==> src/rtl/chunked_add_sub.sv <==
// rtl/chunked_add_sub.sv - multi-cycle chunked adder/subtractor with carry-out and signed overflow
//
// Parameters:
//   WIDTH    operand/result width, a multiple of CHUNK
//   CHUNK    bits added per clock, 1..WIDTH
// Ports:
//   clk      sole clock, rising edge
//   rst_n    synchronous active-low reset
//   start    request, sampled only while idle
//   a, b     operands, captured on the accepted start edge
//   cin      carry-in for add, ignored for subtract
//   sub      0: a+b+cin, 1: a-b (a+~b+1)
//   result   sum/difference, updated on completion only
//   cout     carry out of the MSB (subtract: 1 = no borrow)
//   overflow signed overflow of the completed operation
//   busy     high while chunks are being processed
//   done     one-cycle completion pulse
module chunked_add_sub #(
    parameter int WIDTH = 32,
    parameter int CHUNK = 8
) (
    input  logic             clk,
    input  logic             rst_n,
    input  logic             start,
    input  logic [WIDTH-1:0] a,
    input  logic [WIDTH-1:0] b,
    input  logic             cin,
    input  logic             sub,
    output logic [WIDTH-1:0] result,
    output logic             cout,
    output logic             overflow,
    output logic             busy,
    output logic             done
);

    localparam int N  = WIDTH / CHUNK;
    localparam int CW = $clog2(N + 1);

    typedef enum logic {
        IDLE = 1'b0,
        RUN  = 1'b1
    } state_t;

    state_t           state;
    state_t           state_next;
    logic [WIDTH-1:0] op_a;
    logic [WIDTH-1:0] op_b;     // already inverted for subtract
    logic [WIDTH-1:0] acc;
    logic [WIDTH-1:0] acc_next;
    logic             carry;
    logic [CW-1:0]    cnt;
    logic             last;
    int               idx;
    logic [CHUNK-1:0] a_s;
    logic [CHUNK-1:0] b_s;
    logic [CHUNK:0]   sum;
    logic             ov_last;

    assign busy = (state == RUN);
    assign last = (cnt == CW'(N - 1));

    // One CHUNK-bit ripple per cycle on the slice selected by the counter.
    always_comb begin
        idx      = int'(cnt) * CHUNK;
        a_s      = op_a[idx +: CHUNK];
        b_s      = op_b[idx +: CHUNK];
        sum      = {1'b0, a_s} + {1'b0, b_s} + {{CHUNK{1'b0}}, carry};
        acc_next = acc;
        acc_next[idx +: CHUNK] = sum[CHUNK-1:0];
        // Carry into the MSB is recovered from the MSB sum bit: s = a ^ b ^ c_in.
        ov_last  = a_s[CHUNK-1] ^ b_s[CHUNK-1] ^ sum[CHUNK-1] ^ sum[CHUNK];
    end

    always_ff @(posedge clk) begin
        if (!rst_n) begin
            state <= IDLE;
        end else begin
            state <= state_next;
        end
    end

    always_comb begin
        state_next = state;
        case (state)
            IDLE:    if (start) state_next = RUN;
            RUN:     if (last)  state_next = IDLE;
            default: state_next = IDLE;
        endcase
    end

    always_ff @(posedge clk) begin
        if (!rst_n) begin
            op_a     <= '0;
            op_b     <= '0;
            acc      <= '0;
            carry    <= 1'b0;
            cnt      <= '0;
            result   <= '0;
            cout     <= 1'b0;
            overflow <= 1'b0;
            done     <= 1'b0;
        end else begin
            done <= 1'b0;
            case (state)
                IDLE: begin
                    if (start) begin
                        op_a  <= a;
                        op_b  <= sub ? ~b : b;
                        carry <= sub ? 1'b1 : cin;
                        cnt   <= '0;
                    end
                end
                RUN: begin
                    acc   <= acc_next;
                    carry <= sum[CHUNK];
                    cnt   <= cnt + CW'(1);
                    if (last) begin
                        result   <= acc_next;
                        cout     <= sum[CHUNK];
                        overflow <= ov_last;
                        done     <= 1'b1;
                    end
                end
                default: ;
            endcase
        end
    end

endmodule

==> config.mk <==
export PLATFORM = sky130hd
export DESIGN_NAME = chunked_add_sub
export DESIGN_NICKNAME = d
export VERILOG_FILES = /design/src/rtl/chunked_add_sub.sv
export SDC_FILE = /design/constraint.sdc
export NUM_CORES = 1
export LEC_CHECK = 0
export CORE_ASPECT_RATIO = 0.8
export CORE_UTILIZATION = 40
export DETAILED_ROUTE_END_ITERATION = 12
export GPL_ROUTABILITY_DRIVEN = 0
export GPL_TIMING_DRIVEN = 0
export SYNTH_ARGS = -nofsm -noshare
export SYNTH_HDL_FRONTEND = slang
export SYNTH_SLANG_ARGS = --single-unit
==> constraint.sdc <==
create_clock -name clk -period 3.93 [get_ports clk]
set_clock_uncertainty 0.2 [all_clocks]
set_input_delay 0.5895 -clock clk [delete_from_list [all_inputs] [get_ports clk]]
set_output_delay 0.5895 -clock clk [all_outputs]
set_load 0.03 [all_outputs]
-- Word-level counts from Yosys, hierarchy flattened
Index checks and enable logic that the tools add are counted.
- memories: 0
- flip-flop bits (word level): 136
- output and inout bits: 36
- memory bits (writable): 0
- ROM bits: 0
- latch bits: 0
- bits of input ports: 69
- $lt $le $gt $ge: 0
- add/subtract/negate cells: 4
- muxes and demuxes: 11
- equality and inequality tests: 2
- multiply operators: 0
- bitwise logic cells: 5
- reductions and logical operators: 3
- div/mod/pow operators: 0
- shifts and indexed selects: 4
- operators with widths (operator ; count):
    indexed part select 32 x 7 -> 8 bit ; 2
    negation 6 -> 33 bit ; 1
    variable shift 8 x 33 -> 32 bit (first input constant) ; 1
    indexed part select 8 x 33 -> 32 bit ; 1
    bitwise mux 32 bit ; 1
    2-to-1 mux 32 bit ; 1
    inverter 32 bit ; 1
    adder 8 x 8 -> 9 bit ; 1
    adder 9 x 1 -> 9 bit ; 1
    one-hot mux 3 bit (2 select lines) ; 1
    AND reduction 2 bit ; 3
    2-to-1 mux 1 bit ; 5
    one-hot mux 1 bit (2 select lines) ; 2
    adder 3 x 1 -> 3 bit (second input constant) ; 1
    equality test 3 x 2 -> 1 bit (second input constant) ; 1
    2-to-1 mux 3 bit ; 1
    bitwise XOR 1 bit ; 3
    inequality test 2 bit (second input constant) ; 1
    inverter 1 bit ; 1

-- Logic depth before layout (Yosys ltp)
Gate-level depths: netlist (run 1).
- depth in word-level cells: 5
- gate-level depth with buffers: 10
- mapped depth without buffers: 8

-- Worst setup path after synthesis (run 1)
OpenSTA, ideal clock, no wires.
- path type: reg-to-reg
- start: register cnt[1]
- end: register result[6]
- arrival time: 3.208 ns
- clock period less this slack: 3.549 ns
- library setup time: 0.141 ns
- slack: 0.381 ns
- stages on the path, launching flop included: 11
- path buffers: 2
- path through: dfxtp_1 > buf_2 > buf_1 > mux4_2 > and2_1 > fa_1 > fa_1 > a211oi_1 > o21ai_1 > xnor2_1 > o211ai_1
- word-level cells in the longest chain between the ends: 5
- elaborated cells between the ends (all ways): 10
- classes of those cells: 3 x add/sub; 1 x eq/ne; 4 x shift; 1 x mux; 1 x reduce/logical
- RTL lines (what ; line ; source):
    from (decl) ; 51 ; logic [CW-1:0] cnt;
    from (signal assigned) ; 116 ; cnt <= cnt + CW'(1);
    indexed part select 32 x 7 -> 8 bit, on equally long branches ; 65, 66 ;
    adder 8 x 8 -> 9 bit ; 67 ; sum = {1'b0, a_s} + {1'b0, b_s} + {{CHUNK{1'b0}}, carry};
    adder 9 x 1 -> 9 bit ; 67 ;
    indexed part select 8 x 33 -> 32 bit ; 69 ; acc_next[idx +: CHUNK] = sum[CHUNK-1:0];
    bitwise mux 32 bit ; 69 ;
    to (signal assigned) ; 118 ; result <= acc_next;
    to (decl) ; 29 ; output logic [WIDTH-1:0] result,
Parallel ways exist; a longest one is shown, timed or not.
A chain may end at the register's enable or synchronous reset.

-- Final worst setup path (run 1)
- start: register cnt[1]
- end: register overflow
- word-level cells in the longest chain between the ends: 5
- elaborated cells between the ends (all ways): 9
- classes of those cells: 2 x add/sub; 1 x eq/ne; 2 x shift; 3 x bitwise; 1 x reduce/logical
- RTL lines (what ; line ; source):
    indexed part select 32 x 7 -> 8 bit, on equally long branches ; 65, 66 ;
    adder 8 x 8 -> 9 bit ; 67 ;
    adder 9 x 1 -> 9 bit ; 67 ;
    bitwise XOR 1 bit (2 in a row) ; 71 ; ov_last = a_s[CHUNK-1] ^ b_s[CHUNK-1] ^ sum[CHUNK-1] ^ sum[CHUNK];
    to (signal assigned) ; 120 ; overflow <= ov_last;
    to (decl) ; 31 ; output logic overflow,
Parallel ways exist; a longest one is shown, timed or not.

==> impl_results.md, run 1 <==
- Outcome: complete, no violations
- Cell area power density: 462 mW/mm²
- Hold WC Path Type: reg -> reg
- Grt met3 use: under 10%
- Worst IR Drop VDD: between 300 and 400 µV
- Synth Warn #: 0
- Die width: between 100 and 150 µm
- Gate count of the mapped netlist: 696
- PortBufs: 103
- CTS clk-pin slew, worst paths: approximately 0.060 ns
- Mux cell area share after synthesis: 6.73%
- Area added between synthesis and finish: 32.0%
- Routed vias/inst: 5.61
- Placed instance area: 0.00754 mm²
- Via Count: 5855
- Crit-path cells: buf_4 -> buf_4 -> mux4_2 -> and2_1 -> fa_1 -> fa_1 -> a211oi_2 -> o211ai_1 -> a22o_1 -> a32o_1
- Number of DRC markers in iteration 0: 543
- Final Hold Vio Count: 0
- CP Max Fanout: 10
- Area share of fa/ha/maj cells after synthesis: 3.44%
- Synth Area in Simple Gates: between 10% and 20%
- Num Clock Sinks: 136
- Largest net degree at the start of global routing: 17
- Met1 Resource Use GR: 36.1%
- Post-route cell area: 0.00825 mm²
- Ant diodes: 0
- GRT Total Usage: 24.8%
- Crit Path Category: reg -> reg
- Full die area: around 0.016 mm²
- Final period utilization: between 90% and 100%
- Syn Nets: 781
- GR Util met2: about 37%
- Std-Cell Rows: 40
- Slowest stage cell on the critical path: fa_1
- Final setup TNS: 0 ns
- Final Util: between 50% and 60%
- CTS HTree Levels: 4
- CP Data Arrival Time: 3.92 ns
- Startpoint types: register
- Slowest stage delay, CP: ~0.5 ns
- Avg Cell Area, Syn: 8.98 µm²
- Minimum clock period: 3.82 ns
- Critical Path RT: roughly 4 ns
- CTS root buffer: clkbuf_16
- Sequential area share after synthesis: 43.6%
- Ys async rst share: 0%
- Starting Density: about two fifths
- Pleak: 2.95 nW
- Relative slew slack: between 50% and 60%
- Post-Synth XOR/XNOR Area: 4.90%
- Post-route DRC violation count: 0
- # setup viols final: 0
- Antenna-violating nets left: 0
- Share of layout cells above drive strength 1: roughly 8.6%
- Max Cap Viol: 0
- Final WL: ~19000 µm
- Setup slack after layout: 0.113 ns
- Fill cells: 1410
- IO Count: around 110
- CTS Buffer Depth: 2
- RSZ-0062 raised after global routing: false
- Mapped Area: 0.00625 mm²
- Final nets: just over 900
- Number of global-route vias before repair: between 5000 and 6000
- Worst setup EP type: register
- Detailed Routing Iterations Pass 1: 5
- First-pass GRT wire length: 30000 µm
- Leading cell type in the layout, fill and taps excluded: dfxtp_1
- FF+latch area: approximately 0.0027 mm²
- Pwr Total: approximately 3.8 mW
- Top FF cell, synth: dfxtp_1
- Worst slew pin tran: 0.663 ns
- TritonCTS clock tree: yes
- GR Overflow Total: 0
- Most frequent cells in the layout: dfxtp_1, clkdlybuf4s50_1, nand2_1
- Initial antenna violation count: 0
- Area of the multi-input gates: 0.00332 mm²
- Number of enable flip-flop cells after synthesis: 0
- Worst-Skew Late Latency: around 0.42 ns
- Fmax: around 0.26 GHz
- Cell variety after synth: 53
- Most Crowded Layer GR: met2
- Hpwl dp: 14300 µm
- Compound-Gate Fraction of Synth Area: 20.6%
- Slew Limit Fails: 0
- TritonCTS Buffers: 17
- Core footprint: 0.0151 mm²
- Chip Height: 114 µm
- Wirelength per Cell: 18.3 µm
- Register bit total from synthesis: roughly 140
- Dpl ws: -0.661 ns
- Largest family of logic cells by synthesized area: compound AO/OA/AOI/OAI gates
[worst max-delay path, delay by kind of cell, from the launching register on]
family,cells,cell delay (ns)
AO/OA/AOI/OAI,4,1.10
adder cells (fa/ha/maj),2,0.98
buffers and inverters,2,0.48
flip-flops,1,0.38
multiplexers,1,0.36
AND/OR/NAND/NOR,1,0.19
[final timing paths]
check	from	end	slack, ns	depth (start not counted)
max	cnt[1]	overflow	0.11	10
min	op_a[3]	op_a[3]	0.25	2
max reg2reg	cnt[1]	overflow	0.11	10
min reg2reg	op_a[3]	op_a[3]	0.25	2
[logic make-up after synthesis]
logic type,Yosys count
and+or+nand+nor,231
DFF,136
adders and majority gates,16
muxes,22
xor gates and xnor gates,35
buffers and inverters,59
AOI/OAI and AO/OA,197
[registers in the layout, summed over array words and instances, names as in the netlist]
name / cells
op_a: 32
cout: 1
done: 1
result: 32
acc: 32
overflow: 1
op_b: 32
busy: 1
carry: 1
cnt: 3
[what timing repair did]
action / CTS / global route
cloned: 0 / 0
gates resized for setup: 7 / 4
hold endpoints to repair: 0 / 0
setup buffers: 3 / 0
setup endpoints to repair: 37 / 13
pin swaps: 2 / 0
hold buffers: 0 / 0
[routing by layer]
metal,vias to the layer above,wire length (µm)
li1,2757,-
met1,2820,8980
met2,250,8330
met3,28,1450
met4,0,315
met5,-,0
[cells in the mapped netlist (6+ instances only)]
library cell,instances,area (µm²)
a211oi_1,51,383
a21oi_1,56,280
a22oi_1,14,105
and2_1,26,163
buf_2,8,40.0
clkbuf_1,38,143
dfxtp_1,136,2720
ha_1,14,175
inv_1,7,26.3
mux2i_1,6,60.1
mux4_2,16,360
nand2_1,90,338
nand3_1,16,80.1
nor2_1,65,244
nor3_1,8,40.0
o21ai_0,20,100
o21ai_1,11,55.1
o22ai_1,10,62.6
xnor2_1,34,298
[stage by stage]
| step | hold slack [ns] | std cells |
|---|---|---|
| global route | 0.269 | 1043 |
| CTS | 0.256 | 1043 |
| finish | 0.253 | 1043 |
| floorplan | 0.233 | 696 |
| detailed placement | 0.248 | 1009 |
| global placement | 0.241 | 1009 |
[power by group]
group	total, mW	internal, mW	leakage, nW	switching (mW)
logic	0.567	0.245	1.53	0.322
clock network	1.76	1.13	0.306	0.636
registers	1.48	1.44	1.11	0.0390
[final cells by class]
| cell class | count | share of cell area (%) |
|---|---|---|
| Multi-Input combinational cell | 501 | 40.2 |
| Sequential cell | 136 | 33.0 |
| Timing Repair Buffer | 106 | 12.8 |
| Clock buffer | 17 | 5.16 |
| Tap cell | 210 | 3.19 |
| Clock inverter | 14 | 2.68 |
| Buffer | 51 | 2.59 |
| Inverter | 8 | 0.364 |
Note: power is estimated with default switching activity, not from simulation.
==> inputs of run 2 (changes only) <==
- PLACE_DENSITY_LB_ADDON: unset -> 0.08
==> run 2 against run 1 <==
Compared with the run above: register-to-register slack better by 0.06 ns; highest routed layer unchanged; first-iteration DRC count decreased by 28%; power decreased by 5.2%; sequential share of layout area up 0.23 points; final cell count is essentially flat.
==> impl_results.md, run 2 (same netlist as run 1, synthesis figures left out) <==
- First-pass GRT wire length: 30000 µm (about the same)
- RR Startpoint: cnt[1] (unchanged)
- CTS clk-pin slew, worst paths: 0.06 ns (about the same)
- Wirelength per Cell: 18.2 µm (was 18.3 µm)
- RSZ-0062 raised after global routing: true (was false)
- Final WL: 18900 µm (was 19100 µm)
- Cell area power density: 441 mW/mm² (was 462 mW/mm²)
- Fmax: 0.266 GHz (was 0.262 GHz)
- Leading cell type in the layout, fill and taps excluded: dfxtp_1 (unchanged)
- Final nets: 905 (was 906)
- Area added between synthesis and finish: 31.1% (was 32.0%)
- TritonCTS clock tree: yes (unchanged)
- Slew Limit Fails: 0 (unchanged)
- Via Count: 5691 (was 5855)
- Routed vias/inst: 5.46 (was 5.61)
- Die width: 142 µm (unchanged)
- Number of global-route vias before repair: 5651 (was 5533)
- Hpwl dp: 14300 µm (about the same)
- Pleak: 2.93 nW (was 2.95 nW)
- Minimum clock period: 3.76 ns (was 3.82 ns)
- PortBufs: 103 (unchanged)
- Worst Hold Launch: op_a[27] (was op_a[3])
- Num Clock Sinks: 136 (unchanged)
- Setup slack after layout: 0.169 ns (was 0.113 ns)
- CP Data Arrival Time: 3.91 ns (was 3.92 ns)
- Starting Density: 41.3% (unchanged)
- CP Max Fanout: 10 (unchanged)
- Worst slew pin tran: 0.762 ns (was 0.663 ns)
- Relative slew slack: 49.0% (was 55.7%)
- Hold Crit Depth: 2 (unchanged)
- CTS root buffer: clkbuf_16 (unchanged)
- Final period utilization: 95.7% (was 97.1%)
- Startpoint types: register (unchanged)
- Hold Path Sink: op_a[27] (was op_a[3])
- Initial antenna violation count: 0 (unchanged)
- Worst-Skew Late Latency: 0.42 ns (about the same)
- Number of DRC markers in iteration 0: 389 (was 543)
- Placed instance area: 0.00754 mm² (unchanged)
- Crit path from: cnt[1] (unchanged)
- Largest net degree at the start of global routing: 17 (unchanged)
- # setup viols final: 0 (unchanged)
- Flop-to-flop setup slack: 0.17 ns (was 0.11 ns)
- Dpl ws: -0.547 ns (was -0.661 ns)
- Buf/Inv on CP: 2 (unchanged)
- Most frequent cells in the layout: dfxtp_1, clkdlybuf4s50_1, nand2_1 (unchanged)
- CTS Buffer Depth: 2 (unchanged)
- GRT Total Usage: 24.7% (was 24.8%)
- Crit Path Category: reg -> reg (unchanged)
- Post-route cell area: 0.00819 mm² (was 0.00825 mm²)
- TritonCTS Buffers: 17 (unchanged)
- Critical Path RT: 4.08 ns (was 4.03 ns)
- Slowest stage delay, CP: 0.49 ns (was 0.50 ns)
- Most used cell, CP: fa_1
- Core footprint: 0.0151 mm² (unchanged)
- Max Cap Viol: 0 (unchanged)
- Ant diodes: 0 (unchanged)
- Share of layout cells above drive strength 1: 8.65% (was 8.64%)
- Outcome: complete, no violations (unchanged)
- Slowest stage cell on the critical path: fa_1 (unchanged)
- Crit-path cells: clkbuf_4 -> buf_4 -> mux4_2 -> and2_1 -> fa_1 -> fa_1 -> xor2_2 -> nor3_1 -> or3_1 -> a21oi_1 (was buf_4 -> buf_4 -> mux4_2 -> and2_1 -> fa_1 -> fa_1 -> a211oi_2 -> o211ai_1 -> a22o_1 -> a32o_1)
- Worst setup EP type: register (unchanged)
- Delay-heaviest family, CP: adder cells (was compound AO/OA/AOI/OAI gates)
- Detailed Routing Iterations Pass 1: 5 (unchanged)
- Hold buffer count at cts: 0 (unchanged)
- WHS: 0.256 ns (was 0.253 ns)
- Worst IR Drop VDD: 328 µV (was 362 µV)
- CTS HTree Levels: 4 (unchanged)
- IO Count: 105 (unchanged)
- Antenna-violating nets left: 0 (unchanged)
- Post-route DRC violation count: 0 (unchanged)
- Full die area: 0.0161 mm² (unchanged)
- Std-Cell Rows: 40 (unchanged)
- Hold WC Path Type: reg -> reg (unchanged)
- Chip Height: 114 µm (unchanged)
- R2R Path End: result[2] (was overflow)
- Final Hold Vio Count: 0 (unchanged)
- GR Overflow Total: 0 (unchanged)
- Reg2Reg Depth: 10 (unchanged)
## run 2: area by class of cell
| class | instances | area [µm²] |
|---|---|---|
| clock inverters | 12 | 126 |
| fillers | 1457 | 6920 |
| flip-flops and latches | 136 | 2720 |
| plain buffers | 51 | 214 |
| inverters | 8 | 30.0 |
| multi-input cells | 501 | 3320 |
| repair buffers | 105 | 1060 |
| clock buffers | 19 | 453 |
| well taps | 210 | 263 |
## run 2: layer usage
metal | wire [µm] | up-vias | global-route usage [%]
li1 | - | 2755 | -
met1 | 9570 | 2738 | 35.4
met2 | 8080 | 179 | 36.8
met3 | 1010 | 19 | 5.63
met4 | 286 | 0 | 7.60
met5 | 0 | - | 0
## run 2: report_power, final
group / total (mW) / internal [mW] / leakage, nW / switching, mW
Clock: 1.57 / 0.960 / 0.285 / 0.607
Combinational: 0.565 / 0.249 / 1.53 / 0.316
Sequential: 1.48 / 1.44 / 1.11 / 0.0379
## run 2: worst max-delay path by stage
stage	endpoint	cells after the start
floorplan	result[6]	10
global placement	result[6]	10
detailed placement	result[6]	10
CTS	result[7]	8
global route	result[2]	10
finish	result[2]	10
## run 2: stage by stage
step / utilization (%) / setup TNS (ns) / total power, mW / std cells
2_1_floorplan: - / 0 / 1.83 / 696
3_3_place_gp: 49.9 / -7.59 / 2.03 / 1009
3_5_place_dp: 49.9 / -10.18 / 2.04 / 1009
4_1_cts: 53.9 / 0 / 3.60 / 1041
5_1_grt: 54.2 / -0.0346 / 3.75 / 1042
6_report: 54.2 / 0 / 3.61 / 1042
## run 2: tightest hold or removal path, stage by stage (launching register included)
cell and delay (ns):
dfxtp_1 0.31, nand2_1 0.05, a21oi_1 0.05
## run 2: what timing repair did
action / CTS / global route
buffers inserted: 1 / 1
pin swaps: 2 / 1
gates cloned: 0 / 0
endpoints found under the setup margin: 37 / 25
gates resized for setup: 5 / 6
==> inputs of run 3 (changes only) <==
- clock period: 3.93 -> 4.27 ns (I/O delays scaled with it)
==> run 3 against run 2 <==
Compared with the run above: final cell count shrank 0.29%; maximum frequency shrank 6.1%; utilization shrank 0.36 points; sequential cell count is the same.
==> impl_results.md, run 3 (same netlist as run 1, synthesis figures left out) <==
- CTS clk-pin slew, worst paths: 0.06 ns (about the same)
- CP Max Fanout: 10 (unchanged)
- CTS Buffer Depth: 2 (unchanged)
- Initial antenna violation count: 0 (unchanged)
- CP Data Arrival Time: 4.11 ns (was 3.91 ns)
- Hold buffer count at cts: 0 (unchanged)
- Via Count: 5610 (was 5691)
- Startpoint types: register (unchanged)
- Minimum clock period: 4.00 ns (was 3.76 ns)
- RR Startpoint: cnt[0] (was cnt[1])
- Crit Path Category: reg -> reg (unchanged)
- Area added between synthesis and finish: 30.2% (was 31.1%)
- Placed cell count: 1009 (unchanged)
- Worst slew pin tran: 0.745 ns (was 0.762 ns)
- Worst-Skew Late Latency: 0.42 ns (about the same)
- Ant diodes: 0 (unchanged)
- Final period utilization: 93.8% (was 95.7%)
- Die width: 142 µm (unchanged)
- Hold WC Path Type: reg -> reg (unchanged)
- Worst Hold Launch: op_a[29] (was op_a[27])
- GR Overflow Total: 0 (unchanged)
- Full die area: 0.0161 mm² (unchanged)
- TritonCTS clock tree: yes (unchanged)
- First-pass GRT wire length: 29800 µm (was 30000 µm)
- Worst setup EP type: register (unchanged)
- Routed vias/inst: 5.40 (was 5.46)
- Worst IR Drop VDD: 298 µV (was 328 µV)
- Final Util: 53.8% (was 54.2%)
- Number of DRC markers in iteration 0: 458 (was 389)
- Wirelength per Cell: 18.0 µm (was 18.2 µm)
- Starting Density: 41.3% (unchanged)
- PortBufs: 103 (unchanged)
- Largest net degree at the start of global routing: 20 (was 17)
- Num Clock Sinks: 136 (unchanged)
- Cell area power density: 405 mW/mm² (was 441 mW/mm²)
- Post-Layout Cell Count: 1039 (was 1042)
- GRT Total Usage: 24.6% (was 24.7%)
- Antenna-violating nets left: 0 (unchanged)
- Post-route DRC violation count: 0 (unchanged)
- Slew Limit Fails: 0 (unchanged)
- Leading cell type in the layout, fill and taps excluded: dfxtp_1 (unchanged)
- Final WL: 18700 µm (was 18900 µm)
- Final nets: 902 (was 905)
- Hpwl dp: 14300 µm (unchanged)
- Detailed Routing Iterations Pass 1: 4 (was 5)
- RSZ-0062 raised after global routing: false (was true)
- Outcome: complete, no violations (unchanged)
- CTS HTree Levels: 4 (unchanged)
- Chip Height: 114 µm (unchanged)
- Critical Path RT: 4.38 ns (was 4.08 ns)
- Setup slack after layout: 0.267 ns (was 0.169 ns)
- WHS: 0.259 ns (was 0.256 ns)
- Share of layout cells above drive strength 1: 7.84% (was 8.65%)
- Most frequent cells in the layout: dfxtp_1, clkdlybuf4s50_1, nand2_1 (unchanged)
- Fmax: 0.250 GHz (was 0.266 GHz)
- Pleak: 2.91 nW (was 2.93 nW)
- Final Hold Vio Count: 0 (unchanged)
- Core footprint: 0.0151 mm² (unchanged)
- # setup viols final: 0 (unchanged)
- CTS root buffer: clkbuf_16 (unchanged)
- Relative slew slack: 50.2% (was 49.0%)
- Max Cap Viol: 0 (unchanged)
- IO Count: 105 (unchanged)
- TritonCTS Buffers: 17 (unchanged)
- Placed instance area: 0.00754 mm² (unchanged)
- Number of global-route vias before repair: 5623 (was 5651)
- Dpl ws: -0.207 ns (was -0.547 ns)
- Std-Cell Rows: 40 (unchanged)
- Final setup TNS: 0 ns (unchanged)
- Pwr Total: 3.30 mW (was 3.61 mW)
- Post-route cell area: 0.00814 mm² (was 0.00819 mm²)
- Crit path from: cnt[0] (was cnt[1])
-- run 3: cell count changes in the layout (fill, tap and decap cells not counted) --
| cell | change |
|---|---|
| a211oi_2 | -2 |
| buf_6 | -1 |
| or2_1 | +1 |
| buf_2 | +1 |
| a211oi_1 | +2 |
| or2_4 | -1 |
| buf_4 | -2 |
| dfxtp_1 | +1 |
| dfxtp_2 | -1 |
| buf_12 | -1 |
-- run 3: area by class of cell --
cell class,instances,area (µm²)
Buffer,50,200
Tap cell,210,263
Sequential cell,136,2720
Clock buffer,19,453
Timing Repair Buffer,103,1030
Fill cell,1463,6980
Clock inverter,12,126
Inverter,8,30.0
Multi-Input combinational cell,501,3310
-- run 3: repair_timing --
item                                    CTS  global route
gates cloned                              0             0
hold endpoints to repair                  0             0
gates resized for setup                   0             3
endpoints found under the setup margin   15             9
pin swaps                                 0             0
setup buffers                             0             0
-- run 3: metal layers --
layer	vias up	global-route usage (%)	share of wire [%]
met1	2678	35.3	50
met3	23	5.63	5.7
met4	0	7.10	1.3
met5	-	0	0
met2	169	36.7	43
li1	2740	-	-
-- run 3: worst max-delay path: stages (launching register included) --
cell	delay [ns]
dfxtp_1	0.49
clkbuf_4	0.37
mux4_2	0.57
and2_1	0.19
fa_1	0.46
fa_1	0.47
a211oi_1	0.36
o211ai_1	0.27
a22o_1	0.27
a32o_1	0.23
-- run 3: final timing paths --
check        endpoint  slack, ns  cells after the start
max reg2reg  overflow       0.27                      9
min          op_a[29]       0.26                      2
max          overflow       0.27                      9
min reg2reg  op_a[29]       0.26                      2
-- run 3: where the power goes --
part	internal (mW)	switching (mW)	total (mW)
combinational	0.212	0.286	0.498
sequential	1.33	0.0350	1.36
clock	0.883	0.553	1.44
total	2.42	0.874	3.30
